## config.mk

```make
export PLATFORM = sky130hd
export DESIGN_NAME = pdi_pad_32b
export DESIGN_NICKNAME = d
export VERILOG_FILES = /design/src/rtl/romulus_pkg.sv /design/src/rtl/pdi_lane_mask.sv /design/src/rtl/pdi_pad_32b.sv
export SDC_FILE = /design/constraint.sdc
export NUM_CORES = 1
export LEC_CHECK = 0
export ABC_AREA = 1
export BUFFER_PORTS_ARGS = -buffer_cell sky130_fd_sc_hd__buf_2
export CORE_AREA = 2 2 78 80
export CTS_CLUSTER_SIZE = 40
export DETAILED_ROUTE_END_ITERATION = 16
export DIE_AREA = 0 0 80 82
export HOLD_SLACK_MARGIN = 0.15
export PLACE_DENSITY = 0.66
export SYNTH_ARGS = -nofsm -noshare
export SYNTH_HDL_FRONTEND = slang
export SYNTH_SLANG_ARGS = --single-unit
```

## constraint.sdc

```tcl
create_clock -name clk -period 3.7 [get_ports clk]
set_input_delay 0.37 -clock clk [delete_from_list [all_inputs] [get_ports clk]]
set_output_delay 0.37 -clock clk [all_outputs]
set_load 0.005 [all_outputs]
```

## src/rtl/romulus_pkg.sv

```systemverilog
// Shared types and constants for the pdi padding front end: FSM states,
// block geometry and the leading-byte lane mask table.
package romulus_pkg;

  typedef enum logic {
    DATA = 1'b0,
    PAD  = 1'b1
  } state_t;

  localparam int BLK_WORDS = 4;
  localparam int BLK_BYTES = 16;

  // Entry n keeps the first n stream bytes; bit 3 is lane [31:24].
  localparam logic [4:0][3:0] LANE_MASK_TBL = {4'b1111, 4'b1110, 4'b1100, 4'b1000, 4'b0000};

  function automatic logic [3:0] lane_mask(input logic [2:0] bytes);
    logic [3:0] r_sel;
    if (bytes > 3'd4) r_sel = LANE_MASK_TBL[3'd4];
    else              r_sel = LANE_MASK_TBL[bytes];
    return r_sel;
  endfunction

endpackage

```

## src/rtl/pdi_lane_mask.sv

```systemverilog
// Combinational shaping of one data word: zero the lanes past the valid
// bytes, optionally place the block length in the low byte, form decrypt lanes.
module pdi_lane_mask
  import romulus_pkg::*;
(
  input  logic [31:0] i_word,
  input  logic [2:0]  i_bytes,
  input  logic        i_dec,
  input  logic        i_len_en,
  input  logic [7:0]  i_len,
  output logic [31:0] o_word,
  output logic [3:0]  o_dec
);

  logic [3:0]  w_mask;
  logic [31:0] w_masked;

  assign w_mask = lane_mask(i_bytes);

  for (genvar g = 0; g < 4; g++) begin : g_lane
    assign w_masked[8*g +: 8] = w_mask[g] ? i_word[8*g +: 8] : 8'h00;
  end

  // The length byte never counts as ciphertext, so its decrypt lane is forced off.
  assign o_word = i_len_en ? {w_masked[31:8], i_len} : w_masked;
  assign o_dec  = i_dec ? (w_mask & {3'b111, ~i_len_en}) : 4'b0000;

endmodule

```

## src/rtl/pdi_pad_32b.sv

```systemverilog
// PDI feeder: masks input lanes, pads each segment to a whole 4-word block
// and tags partial blocks with their byte count. Option: PDI_BYTE_SWAP_EN.
module pdi_pad_32b #(
  parameter int FFTYPE    = 1,
  parameter int BLK_WORDS = 4
) (
  input  logic        clk,
  input  logic        rst,
  input  logic [31:0] pdi,
  input  logic        pdi_valid,
  input  logic [2:0]  pdi_bytes,
  input  logic        pdi_last,
  input  logic        dec_mode,
  output logic        pdi_ready,
  output logic [31:0] pdi_o,
  output logic [3:0]  decrypt_o,
  output logic [1:0]  word_idx,
  output logic        blk_last,
  output logic        blk_partial,
  output logic        o_valid,
  input  logic        o_ready
);
  import romulus_pkg::*;

  localparam logic [1:0] LAST_IDX = 2'(BLK_WORDS - 1);
  localparam int         LEN_W    = $clog2(BLK_BYTES + 1);

  state_t             r_state;
  logic [1:0]         r_wc;
  logic [LEN_W-1:0]   r_len;
  logic [31:0]        r_pdi_o;
  logic [3:0]         r_dec_o;
  logic [1:0]         r_word_idx;
  logic               r_blk_last;
  logic               r_blk_partial;
  logic               r_o_valid;

  logic               w_out_free;
  logic [31:0]        w_pdi_in;
  logic [LEN_W-1:0]   w_blk_len;
  logic               w_len_en;
  logic [31:0]        w_lane_word;
  logic [3:0]         w_lane_dec;

`ifdef PDI_BYTE_SWAP_EN
  assign w_pdi_in = {pdi[7:0], pdi[15:8], pdi[23:16], pdi[31:24]};
`else
  assign w_pdi_in = pdi;
`endif

  assign w_out_free = ~r_o_valid | o_ready;
  assign pdi_ready  = (r_state == DATA) & w_out_free;
  assign w_blk_len  = LEN_W'({r_wc, 2'b00}) + LEN_W'(pdi_bytes);
  assign w_len_en   = pdi_last & (r_wc == LAST_IDX) & (pdi_bytes < 3'd4);

  pdi_lane_mask u_lane_mask (
    .i_word   (w_pdi_in),
    .i_bytes  (pdi_bytes),
    .i_dec    (dec_mode),
    .i_len_en (w_len_en),
    .i_len    (8'(w_blk_len)),
    .o_word   (w_lane_word),
    .o_dec    (w_lane_dec)
  );

  if (FFTYPE == 1) begin : g_std_ff
    // The output register only reloads when its current word is consumed or empty.
    always_ff @(posedge clk or negedge rst) begin
      if (!rst) begin
        r_state       <= DATA;
        r_wc          <= 2'd0;
        r_len         <= '0;
        r_pdi_o       <= 32'h0;
        r_dec_o       <= 4'h0;
        r_word_idx    <= 2'd0;
        r_blk_last    <= 1'b0;
        r_blk_partial <= 1'b0;
        r_o_valid     <= 1'b0;
      end else if (w_out_free) begin
        unique case (r_state)
          DATA: begin
            if (pdi_valid) begin
              r_o_valid  <= 1'b1;
              r_pdi_o    <= w_lane_word;
              r_dec_o    <= w_lane_dec;
              r_word_idx <= r_wc;
              if (pdi_last && r_wc == LAST_IDX) begin
                r_blk_last    <= 1'b1;
                r_blk_partial <= (pdi_bytes < 3'd4);
                r_wc          <= 2'd0;
              end else if (pdi_last) begin
                r_blk_last    <= 1'b0;
                r_blk_partial <= 1'b0;
                r_len         <= w_blk_len;
                r_wc          <= r_wc + 2'd1;
                r_state       <= PAD;
              end else begin
                r_blk_last    <= 1'b0;
                r_blk_partial <= 1'b0;
                r_wc          <= r_wc + 2'd1;
              end
            end else begin
              r_o_valid <= 1'b0;
            end
          end
          PAD: begin
            r_o_valid     <= 1'b1;
            r_dec_o       <= 4'h0;
            r_word_idx    <= r_wc;
            r_pdi_o       <= (r_wc == LAST_IDX) ? {24'h0, 8'(r_len)} : 32'h0;
            r_blk_last    <= (r_wc == LAST_IDX);
            r_blk_partial <= (r_wc == LAST_IDX);
            if (r_wc == LAST_IDX) begin
              r_wc    <= 2'd0;
              r_state <= DATA;
            end else begin
              r_wc <= r_wc + 2'd1;
            end
          end
          default: r_state <= DATA;
        endcase
      end
    end
  end

  assign pdi_o       = r_pdi_o;
  assign decrypt_o   = r_dec_o;
  assign word_idx    = r_word_idx;
  assign blk_last    = r_blk_last;
  assign blk_partial = r_blk_partial;
  assign o_valid     = r_o_valid;

endmodule

```

==> results of run 1 <==
==> path summary, 6_finish.rpt <==
check / end / slack (ns)
min in group clk: pdi_o[31] / 0.28
max in group asynchronous: blk_partial / 2.77
min: pdi_o[0] / 0.27
max reg2reg: r_wc[0] / 2.06
min reg2reg: r_len[0] / 0.48
max: pdi_ready / 1.82
==> final cells by class <==
type	count	area, µm²	share of cell area
clock buffer	6	72.6	0.0263
clock inverter	2	15.0	0.00544
inverter	12	45.0	0.0163
multi-input combinational	187	897	0.325
sequential	49	1230	0.444
tap	75	93.8	0.0340
timing repair buffer	82	410	0.149
==> cell usage after synthesis, types with 2 or more instances <==
master and n:
a21oi_1 6, buf_4 5, buf_6 3, dfrtp_1 49, ha_1 4, inv_1 9, inv_2 3, nand2_1 94
nand2_2 3, nand2_4 2, nand3_1 38, nor2_1 21, nor2_4 2, o21ai_1 8, o21ai_2 2
==> cells by family (layout without fill, tap and decap cells) <==
group | Yosys count | in the layout | share of synthesized area
xor+xnor | 1 | 1 | 0.00390
simple gates | 161 | 161 | 0.314
compound gates | 21 | 21 | 0.0591
buf+inv | 21 | 102 | 0.0541
fa+ha+maj | 4 | 4 | 0.0223
flops | 49 | 49 | 0.546
==> sequential cells by signal, indices dropped and copies added (netlist names) <==
register / count
blk_partial: 1
decrypt_o: 4
r_state: 1
pdi_o: 32
o_valid: 1
r_wc: 2
r_len: 5
blk_last: 1
word_idx: 2
==> worst reg2reg max path: stages (launching register included) <==
cell     delay, ns
dfrtp_1       0.67
inv_2         0.19
nand2_2       0.12
nand2_4       0.26
xor2_1        0.27
==> through the flow <==
step	hold slack [ns]	instances	utilization	total power, mW
2_1_floorplan	0.0744	257	-	1.34
3_3_place_gp	0.457	405	0.465	1.60
3_5_place_dp	0.460	405	0.465	1.62
4_1_cts	0.279	413	0.480	1.94
5_1_grt	0.273	413	0.480	2.08
6_report	0.266	413	0.480	1.91
==> routing by layer <==
metal,vias up,global-route usage,part of all wire
met1,892,0.220,0.47
met3,7,0.0462,0.060
li1,985,-,-
met4,0,0.0644,0.020
met5,-,0,0
met2,63,0.258,0.45
==> where the power goes <==
part           internal, mW  leakage [nW]  switching (mW)
Combinational         0.296         0.913           0.415
Sequential            0.744         0.632           0.140
Clock                 0.133        0.0374           0.181
Total                  1.17          1.58           0.736
==> summary.md, run 1 <==
| Metric | Value |
|---|---|
| Cts hold-fix bufs | 0 |
| ANT nets after route | 0 |
| Finish-stage setup viols | 0 |
| Drt first pass iters | 4 |
| Detail-routed via count per cell | roughly 4.7 |
| Family with the most delay on the worst path | flip-flops |
| CP Max Fanout | 13 |
| Layout Skew | around 0.008 ns |
| Post-synthesis cell type count | 23 |
| CP startpoint kind | register |
| Core region area | between 5000 and 6000 µm² |
| Share of layout cells above drive strength 1 | 0.308 |
| Cts repair resizes | 0 |
| Post-synth top area share | 0.546 |
| CTS tree | done |
| Register area share after synthesis | 0.546 |
| Most common cell after layout, fill and taps aside | nand2_1 |
| IO buf count | 82 |
| Clk root buf | clkbuf_8 |
| Vias in the first global route | about 1700 |
| Crit path buf inv count | 3 |
| H-tree depth | 2 |
| Dpl ws | 2.06 ns |
| EDFF count, synth | 0 |
| Routed WL | about 5.2 mm |
| Initial antenna violation count | 0 |
| Hold Crit Class | input pin to async pin |
| Antenna Cells | 0 |
| Clk slew on worst S/H paths | around 0.090 ns |
| Hold Vio Cnt, Final | 0 |
| Crit path top cell by count | inv_2 |
| Routed via count | roughly 1900 |
| Clock sinks | 49 |
| Top cells by area, synth | dfrtp_1, nand2_1, nand3_1 |
| Syn nets | 302 |
| Global-route wire length before repair | between 8 and 9 mm |
| Crit path max-delay cell type | dfrtp_1 |
| Tcrit/Tclk final | 0.508 |
| RSZ-0062 raised after global routing | false |
| DRC viols | 0 |
| Critical path origin | r_state |
| Rel. slew slack | 0.280 |
| Std cell rows | 28 |
| Most used flip-flop cell after synthesis | dfrtp_1 |
| WL per Instance | around 13 µm |
| Max-Cap Viols | 0 |
| Die area | 6560 µm² |
| Avg Cell Area, Syn | roughly 8.7 µm² |
| Setup ws final | around 1.8 ns |
| #FFs+latches synth | just under 50 |
| Setup TNS Final | 0 ns |
| Max stage delay on crit path | ~0.67 ns |
| Commonest non-fill, non-tap cells in the layout | nand2_1, buf_2, dfrtp_1 |
| DPL Wire Length | around 3.7 mm |
| Layout Nets | ~380 |
| Kind of critical path | register to output pin |
| Clk Latency, worst-skew pair | 0.30 ns |
| Worst EP arrival | approximately 1.5 ns |
| Largest net degree at the start of global routing | 50 |
| Fin. max-slew vios | 0 |
| Die Y | between 80 and 90 µm |
| Iter 0 DRT Violations | 119 |
| Crit path time final | 1.88 ns |
| Run status | finished clean |
| LEAKAGE | 1.58 nW |
| Yosys top cell by area | dfrtp_1 |
| Crit-path cells | inv_2 > nand2_4 > inv_2 > buf_2 |
| Gr ovfl total | 0 |
| CP required | 3.33 ns |
| Total track usage | 0.165 |
| Max Freq | 0.532 GHz |
| Fill cells | 589 |
| Mapped Area | approximately 2200 µm² |
| PwrDens | between 600 and 700 nW/µm² |
| Cell count after synthesis | 257 |
| DP Area | 2670 µm² |
| GP Congestion | approximately 0.86 |
| FF-to-FF path depth | 4 |
| # IOs | 83 |
| Ys async rst share | 1.00 |
| Die width | around 80 µm |
| Post-CTS setup buffers | 0 |
| Crit path capture type | output pin |
| Finished Cell Area | 2760 µm² |
| CTS max path bufs | 2 |
| Total CTS buffers | 5 |
| Least-Margin Pin Slew | between 1 and 1.5 ns |
| Area delta synth->final | 23.0% |
| Ys Warns | 0 |
| RR Startpoint | r_state |
| Initial Utilization | 0.391 |
| VDD IR max | around 0.00030 V |
| Critical path depth | 4 |
No activity file was read; power rests on OpenSTA's default activity.
==> run 2: changes to the inputs <==
ABC_AREA = 0   (was 1)
CORE_AREA = 2 2 76 78   (was 2 2 78 80)
DIE_AREA = 0 0 78 80   (was 0 0 80 82)
clock period = 1.92 ns   (was 3.7 ns; I/O delays follow)
==> summary.md, run 2 <==
| Metric | Value |
|---|---|
| Worst EP arrival | 1.91 ns (+0.40 ns) |
| Crit path capture type | register |
| Hold Vio Cnt, Final | 0 (unchanged) |
| LEAKAGE | 1.51 nW (-4.7%) |
| Run status | finished clean |
| Kind of critical path | register to register |
| Detail-routed via count per cell | 5.07 (+7.6%) |
| DPL Wire Length | 3.54 mm (-4.7%) |
| Setup TNS Final | 0 ns (unchanged) |
| PwrDens | 1150 nW/µm² (+67%) |
| Clk Latency, worst-skew pair | 0.30 ns (about the same) |
| CTS max path bufs | 2 (unchanged) |
| Layout Skew | 0.00295 ns (-0.00506 ns) |
| Vias in the first global route | 1691 (-2.1%) |
| GP Congestion | 0.751 (-13%) |
| Least-Margin Pin Slew | 0.655 ns (-0.425 ns) |
| Drt first pass iters | 4 (unchanged) |
| #FFs+latches synth | 49 (unchanged) |
| Finish-stage setup viols | 0 (unchanged) |
| Max Freq | 0.583 GHz |
| Fin. max-slew vios | 0 (unchanged) |
| Yosys top cell by area | dfrtp_1 |
| Total track usage | 0.167 (+0.00114) |
| Synth cell count leaders | dfrtp_1, a22o_1, o21ai_0 |
| Crit path max-delay cell type | dfrtp_1 |
| CP required | 2.11 ns (-1.22 ns) |
| CP startpoint kind | register |
| Clock sinks | 49 (unchanged) |
| Mapped Area | 2100 µm² (-6.6%) |
| Crit-path cells | inv_1 > nand4_1 > mux2_2 |
| Iter 0 DRT Violations | 84 (-29%) |
| Post-synth top area share | 0.585 (+0.0385) |
| DRC viols | 0 (unchanged) |
| IO buf count | 82 (unchanged) |
| Global-route wire length before repair | 8.19 mm (-0.58%) |
| Core region area | 5410 µm² (-5.9%) |
| Largest net degree at the start of global routing | 29 (-42%) |
| RSZ-0062 raised after global routing | false |
| EDFF count, synth | 0 (unchanged) |
| Crit path time final | between 1.5 and 2 ns |
| Syn nets | 203 (-33%) |
| Clk root buf | clkbuf_8 |
| VDD IR max | 0.000550 V (+81%) |
| Top cells by area, synth | dfrtp_1, a22o_1, mux2_2 |
| Initial antenna violation count | 0 (unchanged) |
| Cts hold-fix bufs | 28 (+28) |
| CTS tree | done |
| Commonest non-fill, non-tap cells in the layout | buf_2, dfrtp_1, dlygate4sd3_1 |
| # IOs | 83 (unchanged) |
| Post-CTS setup buffers | 0 (unchanged) |
| Post-synthesis cell type count | 36 (+57%) |
| Clk slew on worst S/H paths | 0.08 ns (about the same) |
| Cts repair resizes | 0 (unchanged) |
| Cell count after synthesis | 158 (-39%) |
| Die area | 6240 µm² (-4.9%) |
| Total CTS buffers | 5 (unchanged) |
| Most used flip-flop cell after synthesis | dfrtp_1 |
| Most common cell after layout, fill and taps aside | buf_2 |
| Share of layout cells above drive strength 1 | 0.405 (+0.0975) |
| Family with the most delay on the worst path | flip-flops |
| Avg Cell Area, Syn | 13.3 µm² (+52%) |
| Max-Cap Viols | 0 (unchanged) |
| Most common cell in the netlist | dfrtp_1 |
| Std cell rows | 27 (-3.6%) |
| Ys async rst share | 1.00 (unchanged) |
| Ys Warns | 0 (unchanged) |
| Antenna Cells | 0 (unchanged) |
| Area delta synth->final | 41.2% |
| Die Y | 80 µm (-2.4%) |
| ANT nets after route | 0 (unchanged) |
| Register area share after synthesis | 0.585 (+0.0385) |
| Tcrit/Tclk final | 0.894 |
| WHS | 0.164 ns (-0.102 ns) |
| WL per Instance | 15.1 µm (+19%) |
| Routed WL | 5.17 mm (-1.5%) |
| Hold Crit Class | input pin to register |
| Layout Nets | 313 (-18%) |
| Max reg flops | 32 (unchanged) |
| Gr ovfl total | 0 (unchanged) |
| CP Max Fanout | 18 (+5) |
| H-tree depth | 2 (unchanged) |
| Rel. slew slack | 0.563 (+0.283) |
| Routed via count | 1730 (-11%) |
| Die width | 78 µm (-2.5%) |
| Max stage delay on crit path | 0.77 ns (+0.10 ns) |
| Crit path buf inv count | 1 (-2) |
| Initial Utilization | 0.388 (-0.00272) |
## run 2: cell types whose count changed after synthesis, moves of 7 or more
cell     delta
nand2_1    -86
o21ai_0    +12
o21ai_1     -8
inv_1       -8
a22o_1     +26
nand3_1    -38
mux2_2      +9
buf_2       +7
nor2_1     -20
## run 2: per-stage QoR
step	instances	power (mW)	utilization	instance area (µm²)	worst slack [ns]
detailed placement	305	2.63	0.474	2560	0.228
global route	341	3.65	0.548	2960	0.0798
global placement	305	2.62	0.474	2560	0.295
CTS	341	3.45	0.548	2960	0.211
floorplan	158	2.20	-	2100	0.420
finish	341	3.41	0.548	2960	0.204
## run 2: path summary, 6_finish.rpt
check	start	end	slack, ns	cells past startpoint
worst max-delay path	r_state	r_len[0]	0.20	3
worst min-delay path	dec_mode	decrypt_o[1]	0.16	2
worst max register to register	r_state	r_len[0]	0.20	3
worst min register to register	decrypt_o[2]	decrypt_o[2]	0.50	1
max in group asynchronous	rst	pdi_o[4]	1.00	3
min in group asynchronous	rst	pdi_o[8]	0.37	2
## run 2: worst register-to-register path, cell delays in order (launching register included)
cell	delay [ns]
dfrtp_1	0.77
inv_1	0.21
nand4_1	0.26
mux2_2	0.37
## run 2: metal layers
metal	share of wire	GRT usage	vias up
met2	0.47	0.271	65
met4	0.0095	0.0368	0
met1	0.47	0.229	837
li1	-	-	823
met3	0.049	0.0373	5
met5	0	0	-
## run 2: area by class of cell
| cell class | instances | area (µm²) |
|---|---|---|
| well taps | 72 | 90.1 |
| inverters | 1 | 3.75 |
| multi-input cells | 98 | 808 |
| repair buffers | 113 | 713 |
| flip-flops and latches | 49 | 1230 |
| clock buffers | 6 | 82.6 |
| fillers | 460 | 2440 |
| clock inverters | 2 | 37.5 |
## run 2: cell families after synthesis
logic type,Yosys count,share of synthesized area
buffers and inverters,11,0.0298
DFF,49,0.585
xor gates and xnor gates,1,0.00418
muxes,9,0.0483
AOI/OAI and AO/OA,56,0.212
adders and majority gates,4,0.0239
and+or+nand+nor,28,0.0967
## run 2: where the power goes
group	switching [mW]	leakage, nW	internal [mW]
logic	0.505	0.811	0.579
clock network	0.332	0.0574	0.423
registers	0.242	0.640	1.33
